`src/rtl/write_controller_pkg.sv`:
```
// Shared types for the UART packet link: stream beat format, block
// destination addresses and the write-controller state encoding.
package write_controller_pkg;

  typedef struct packed {
    logic [7:0] Source;
    logic [7:0] Destination;
    logic [7:0] Length;
    logic [7:0] Data;
    logic       SoP;
    logic       EoP;
    logic       Valid;
  } UART_PACKET;

  localparam logic [7:0] READ_DESTINATION  = 8'h00;
  localparam logic [7:0] WRITE_DESTINATION = 8'h01;

  typedef enum logic [2:0] {
    IDLE,
    GET_DATA,
    WRITE,
    SEND_ACK,
    DISCARD
  } wr_state_e;

endpackage

```
`src/rtl/write_controller.sv`:
```
// Register-write endpoint of the UART packet link. Parses write packets
// (address byte + DATA_LENGTH data bytes), issues a one-cycle write strobe
// and optionally returns a one-byte acknowledge packet.
//
// state    | meaning
// IDLE     | waiting for a header addressed to this block
// GET_DATA | shifting in data bytes of an accepted header
// WRITE    | opWrEnable high for this single cycle
// SEND_ACK | ack beat held on opTxStream until ipTxReady
// DISCARD  | dropping the rest of a malformed packet up to EoP
module write_controller
  import write_controller_pkg::*;
#(
  parameter logic [7:0] WRITE_DESTINATION = 8'h01,
  parameter int         DATA_LENGTH       = 4,
  parameter bit         ACK_ENABLE        = 1'b1
) (
  input  logic        ipClk,
  input  logic        ipReset,
  input  UART_PACKET  ipRxStream,
  input  logic        ipTxReady,
  output UART_PACKET  opTxStream,
  output logic [7:0]  opWrAddress,
  output logic [31:0] opWrData,
  output logic        opWrEnable,
  output logic [7:0]  opErrorCount,
  output logic        opBusy
);

  localparam logic [7:0] PKT_LENGTH = 8'(DATA_LENGTH + 1);
  localparam logic [7:0] LAST_IDX   = 8'(DATA_LENGTH - 1);

  wr_state_e   state_q, state_d;
  logic [7:0]  addr_q, addr_d;
  logic [7:0]  reply_q, reply_d;
  logic [7:0]  cnt_q, cnt_d;
  logic [7:0]  err_q, err_d;
  logic [31:0] data_q, data_d;
  logic        wr_en_q, wr_en_d;
  UART_PACKET  tx_q, tx_d;

  logic        err_inc;
  logic        is_hdr;
  logic        hdr_ok;
  wr_state_e   hdr_state;

  // A header is any valid SoP beat for this block; its outcome depends only on Length/EoP.
  assign is_hdr    = ipRxStream.Valid && ipRxStream.SoP &&
                     (ipRxStream.Destination == WRITE_DESTINATION);
  assign hdr_ok    = (ipRxStream.Length == PKT_LENGTH);
  assign hdr_state = hdr_ok ? GET_DATA : (ipRxStream.EoP ? IDLE : DISCARD);

  // Next-state, byte assembly, ack formation and error accounting.
  always_comb begin
    state_d = state_q;
    addr_d  = addr_q;
    reply_d = reply_q;
    cnt_d   = cnt_q;
    data_d  = data_q;
    wr_en_d = 1'b0;
    tx_d    = tx_q;
    err_d   = err_q;
    err_inc = 1'b0;

    case (state_q)
      IDLE: begin
        if (is_hdr) begin
          state_d = hdr_state;
          err_inc = !hdr_ok;
          if (hdr_ok) begin
            addr_d  = ipRxStream.Data;
            reply_d = ipRxStream.Source;
            cnt_d   = 8'd0;
          end
        end
      end
      GET_DATA: begin
        if (ipRxStream.Valid) begin
          if (ipRxStream.SoP) begin
            // Unexpected start of packet: abandon the current one and
            // re-evaluate this beat as a fresh header.
            err_inc = 1'b1;
            state_d = is_hdr ? hdr_state : IDLE;
            if (is_hdr && hdr_ok) begin
              addr_d  = ipRxStream.Data;
              reply_d = ipRxStream.Source;
              cnt_d   = 8'd0;
            end
          end else begin
            data_d = {data_q[23:0], ipRxStream.Data};
            cnt_d  = cnt_q + 8'd1;
            if (cnt_q == LAST_IDX) begin
              if (ipRxStream.EoP) begin
                state_d = WRITE;
                wr_en_d = 1'b1;
              end else begin
                err_inc = 1'b1;
                state_d = DISCARD;
              end
            end else if (ipRxStream.EoP) begin
              err_inc = 1'b1;
              state_d = IDLE;
            end
          end
        end
      end
      WRITE: begin
        err_inc = is_hdr;
        if (ACK_ENABLE) begin
          state_d          = SEND_ACK;
          tx_d.Source      = WRITE_DESTINATION;
          tx_d.Destination = reply_q;
          tx_d.Length      = 8'd1;
          tx_d.Data        = addr_q;
          tx_d.SoP         = 1'b1;
          tx_d.EoP         = 1'b1;
          tx_d.Valid       = 1'b1;
        end else begin
          state_d = IDLE;
        end
      end
      SEND_ACK: begin
        err_inc = is_hdr;
        if (ipTxReady) begin
          tx_d    = '0;
          state_d = IDLE;
        end
      end
      DISCARD: begin
        if (ipRxStream.Valid && ipRxStream.EoP) begin
          state_d = IDLE;
        end
      end
      default: state_d = IDLE;
    endcase

    if (err_inc && (err_q != 8'hFF)) begin
      err_d = err_q + 8'd1;
    end
  end

  // All controller state and registered outputs.
  always_ff @(posedge ipClk or posedge ipReset) begin
    if (ipReset) begin
      state_q <= IDLE;
      addr_q  <= 8'd0;
      reply_q <= 8'd0;
      cnt_q   <= 8'd0;
      data_q  <= 32'd0;
      wr_en_q <= 1'b0;
      tx_q    <= '0;
      err_q   <= 8'd0;
    end else begin
      state_q <= state_d;
      addr_q  <= addr_d;
      reply_q <= reply_d;
      cnt_q   <= cnt_d;
      data_q  <= data_d;
      wr_en_q <= wr_en_d;
      tx_q    <= tx_d;
      err_q   <= err_d;
    end
  end

  assign opTxStream   = tx_q;
  assign opWrAddress  = addr_q;
  assign opWrData     = data_q;
  assign opWrEnable   = wr_en_q;
  assign opErrorCount = err_q;
  assign opBusy       = (state_q != IDLE);

endmodule

```
`config.mk`:
```
export PLATFORM = sky130hd
export DESIGN_NAME = write_controller
export DESIGN_NICKNAME = d
export VERILOG_FILES = /design/src/rtl/write_controller_pkg.sv /design/src/rtl/write_controller.sv
export SDC_FILE = /design/constraint.sdc
export NUM_CORES = 1
export LEC_CHECK = 0
export ABC_AREA = 1
export ABC_CLOCK_PERIOD_IN_PS = 2820
export CAP_MARGIN = 20
export CORE_AREA = 2 2 91 137
export CTS_CLUSTER_SIZE = 40
export DETAILED_ROUTE_END_ITERATION = 16
export DIE_AREA = 0 0 93 139
export PLACE_DENSITY = 0.75
export SLEW_MARGIN = 20
export SYNTH_ARGS = -nofsm -noshare
export SYNTH_HDL_FRONTEND = slang
export SYNTH_SLANG_ARGS = --single-unit
```
`constraint.sdc`:
```
create_clock -name ipClk -period 2.82 [get_ports ipClk]
set_clock_uncertainty 0.1 [all_clocks]
set_input_delay 0.564 -clock ipClk [delete_from_list [all_inputs] [get_ports ipClk]]
set_output_delay 0.564 -clock ipClk [all_outputs]
set_load 0.02 [all_outputs]
```
==> impl_metrics.json, run 1 <==
{
  "yosysTopAreaCell": "dfrtp_1",
  "layoutNonFillerInstCount": 777,
  "yosysSeqAreaShare_pct": 50.93,
  "synth_cells": 516,
  "synth_area_um2": 4177,
  "cts_root_buf": "clkbuf_16",
  "fillers": 1147,
  "critical_path_class": "reg -> out",
  "drive_above_1_share_pct": 6.090,
  "cap_violations": 0,
  "core_area_um2": 11770,
  "drtAntennaViolNets": 0,
  "yosys-top-cells-area": "dfrtp_1, nand2_1, nand3_1",
  "crit_fanout": 7,
  "ctsHoldBuffers": 0,
  "p_int_mw": 3.464,
  "grt_usage_pct": 16.59,
  "whs_ns": 0.3780,
  "avgRoutedWirePerCell_um": 13.23,
  "cp_top_family": "buffers and inverters",
  "ys.flop_type": "dfrtp_1",
  "layout_min_cycle_time_ns": 2.587,
  "die_w_um": 93,
  "io_buffer_count": 108,
  "cts_tree": "built",
  "drc_errors": 0,
  "antenna_found_initial": 0,
  "cts_made_buffers": 9,
  "cts_sinks": 85,
  "worst_slack_ns": 0.2327,
  "grt_overflow": 0,
  "p_sw_mw": 2.062,
  "wl_mm": 10.28,
  "power_frac_clock_pct": 23.6,
  "cp-start-kind": "flip-flop",
  "required_ns": 2.16,
  "seq_power_share_pct": 37.1,
  "synth-edff-count": 0,
  "end_kind": "output port",
  "utilization_pct": 47.83,
  "fmax_mhz": 386.5,
  "p_total_mw": 5.526,
  "hold_viol": 0,
  "relSlewSlack_pct": 44.97,
  "clock_latency_ns": 0.34,
  "drv_slew": 0,
  "synth_top_area_share_pct": 50.93,
  "power.density_nw_per_um2": 981.4,
  "rsz0062_at_grt": "false",
  "final_nets": 661,
  "rows": 49,
  "switching_share_pct": 37.32,
  "htreeDepth": 3,
  "initial_core_util_pct": 35.48,
  "async_flop_share_pct": 100.0,
  "dp.cells": 761,
  "first_pass_iters": 4,
  "grt_max_degree": 86,
  "cts_setup_buffers": 0,
  "place_area_um2": 5303,
  "grt_pass1_wl_mm": 17.50,
  "critPathMaxStageDelay_ns": 0.58,
  "p_comb_share_pct": 39.3,
  "cts_buffer_depth": 2,
  "worst_pin_slew_ns": 0.8246,
  "antennaDiodeCount": 0,
  "setup_violations": 0,
  "grt_pass1_vias": 3607,
  "clk_pin_slew_ns": 0.06,
  "syn_avg_cell_area_um2": 8.094,
  "vias": 3606,
  "die_h_um": 139,
  "gp_congestion": 0.8167,
  "status": "finished, final reports clean",
  "worstPathCellList": "nor3_4, inv_1, clkdlybuf4s50_1",
  "ys_seq_elements": 85,
  "final_area_um2": 5630,
  "peakVddDrop_v": 0.0006037,
  "cts_resized": 0,
  "finalSetupTns_ns": 0,
  "drtIter0Drc": 163,
  "die_area_um2": 12930,
  "via_per_inst": 4.641,
  "cp_slowest_cell": "clkdlybuf4s50_1",
  "place_worst_setup_slack_ns": 0.3018,
  "critPathArrivalTime_ns": 1.92,
  "leakage_nw": 2.750,
  "dpl.hpwl_mm": 7.271,
  "period_share_pct": 91.75,
  "worst-path-buf-inv": 2,
  "areaGrowthSynthToFinish_pct": 34.81,
  "yosysUniqueCellTypes": 30,
  "hold_path.class": "reg -> reg",
  "ys.warnings.count": 0,
  "ios": 123
}
-- kinds of logic after synthesis --
kind of cell	count (synthesis)	share of synthesized area [%]
xor gates and xnor gates	7	1.468
buffers and inverters	95	11.29
AOI/OAI and AO/OA	49	6.651
and+or+nand+nor	275	28.37
adders and majority gates	4	1.198
other	1	0.08979
DFF	85	50.93
-- Yosys cell counts, types with 2 or more instances --
| cell type | number |
|---|---|
| nand2_4 | 2 |
| buf_6 | 4 |
| buf_2 | 7 |
| inv_2 | 4 |
| buf_4 | 19 |
| nand3b_1 | 2 |
| nand3_1 | 48 |
| o21ai_1 | 9 |
| o21ai_0 | 27 |
| nand3_4 | 2 |
| a21oi_1 | 2 |
| nor2_1 | 30 |
| ha_1 | 4 |
| o21bai_1 | 9 |
| xor2_1 | 3 |
| nor4_1 | 2 |
| nand2_1 | 180 |
| nand2_2 | 3 |
| nor2_2 | 3 |
| dfrtp_1 | 85 |
| inv_1 | 59 |
| xnor2_1 | 4 |
-- path summary, 6_finish.rpt --
path | endpoint | start | cells after the start | slack, ns
max in group asynchronous | state_q[0] | ipReset | 3 | 1.64
worst min-delay path | reply_q[3] | reply_q[3] | 2 | 0.38
worst min register to register | reply_q[3] | reply_q[3] | 2 | 0.38
worst max-delay path | opBusy | state_q[0] | 3 | 0.23
worst max register to register | opErrorCount[4] | cnt_q[0] | 10 | 0.63
min in group asynchronous | opWrData[29] | ipReset | 3 | 0.59
-- state kept, by name (all words and copies together), names as in the netlist --
name	cells
state_q	3
cnt_q	8
opWrAddress	8
opErrorCount	8
opWrEnable	1
opWrData	32
reply_q	8
opTxStream	17
-- layer usage --
metal	wire length, µm	global-route usage [%]
met1	4385	21.03
met2	5128	27.65
met3	551	4.022
met4	213	5.495
met5	0	0
-- worst register-to-register path, delay by kind of cell (launching register included) --
| family | cells | cell delay, ns |
|---|---|---|
| simple gates | 7 | 0.96 |
| fa+ha+maj | 2 | 0.51 |
| flops | 1 | 0.38 |
| compound gates | 1 | 0.14 |
-- cell usage in the layout (no fill, tap or decap) --
cell               n
bufinv_16          2
inv_6              5
nor2_2             3
a21oi_2            1
nor4_1             2
nand2_4            2
dfrtp_1           85
o21ai_0           27
nor3_4             1
conb_1            14
nand3_1           48
nand2_2            3
clkdlybuf4s50_1  108
a21boi_2           1
inv_2              4
o21bai_1           9
inv_1             58
xor2_1             3
xnor2_1            4
ha_1               4
clkbuf_16          9
o21ai_1            9
a21oi_1            2
buf_4              1
nand4_1            1
nand3b_1           2
clkinvlp_4         2
nor2_1            30
buf_12             1
nand2_1          180
nand3_4            2
nor2_4             1
-- power by group through the flow --
stage / clock (mW) / sequential (mW) / combinational [mW]
2_1_floorplan: 0 / 2.44 / 0.782
3_3_place_gp: 0 / 2.06 / 2.15
3_5_place_dp: 0 / 2.06 / 2.19
4_1_cts: 1.33 / 2.06 / 2.20
5_1_grt: 1.39 / 2.12 / 2.37
6_report: 1.30 / 2.05 / 2.17
-- cell type report --
class	count	area, µm²	area share (%)
clock buffers	9	225.2	4.000
clock inverters	7	102.6	1.822
inverters	64	249.0	4.422
multi-input cells	349	1627	28.89
flip-flops and latches	85	2127	37.78
well taps	153	191.4	3.400
repair buffers	110	1109	19.69
(Power assumes the default switching activity.)
==> inputs of run 2 (changes only) <==
--- a/config.mk
+++ b/config.mk
@@ -9,7 +9,6 @@
 export ABC_CLOCK_PERIOD_IN_PS = 2820
 export CAP_MARGIN = 20
 export CORE_AREA = 2 2 91 137
-export CTS_CLUSTER_SIZE = 40
 export DETAILED_ROUTE_END_ITERATION = 16
 export DIE_AREA = 0 0 93 139
 export PLACE_DENSITY = 0.75
==> results of run 2 <==
The final DEF is identical to that of run 1; final timing and power are the same.
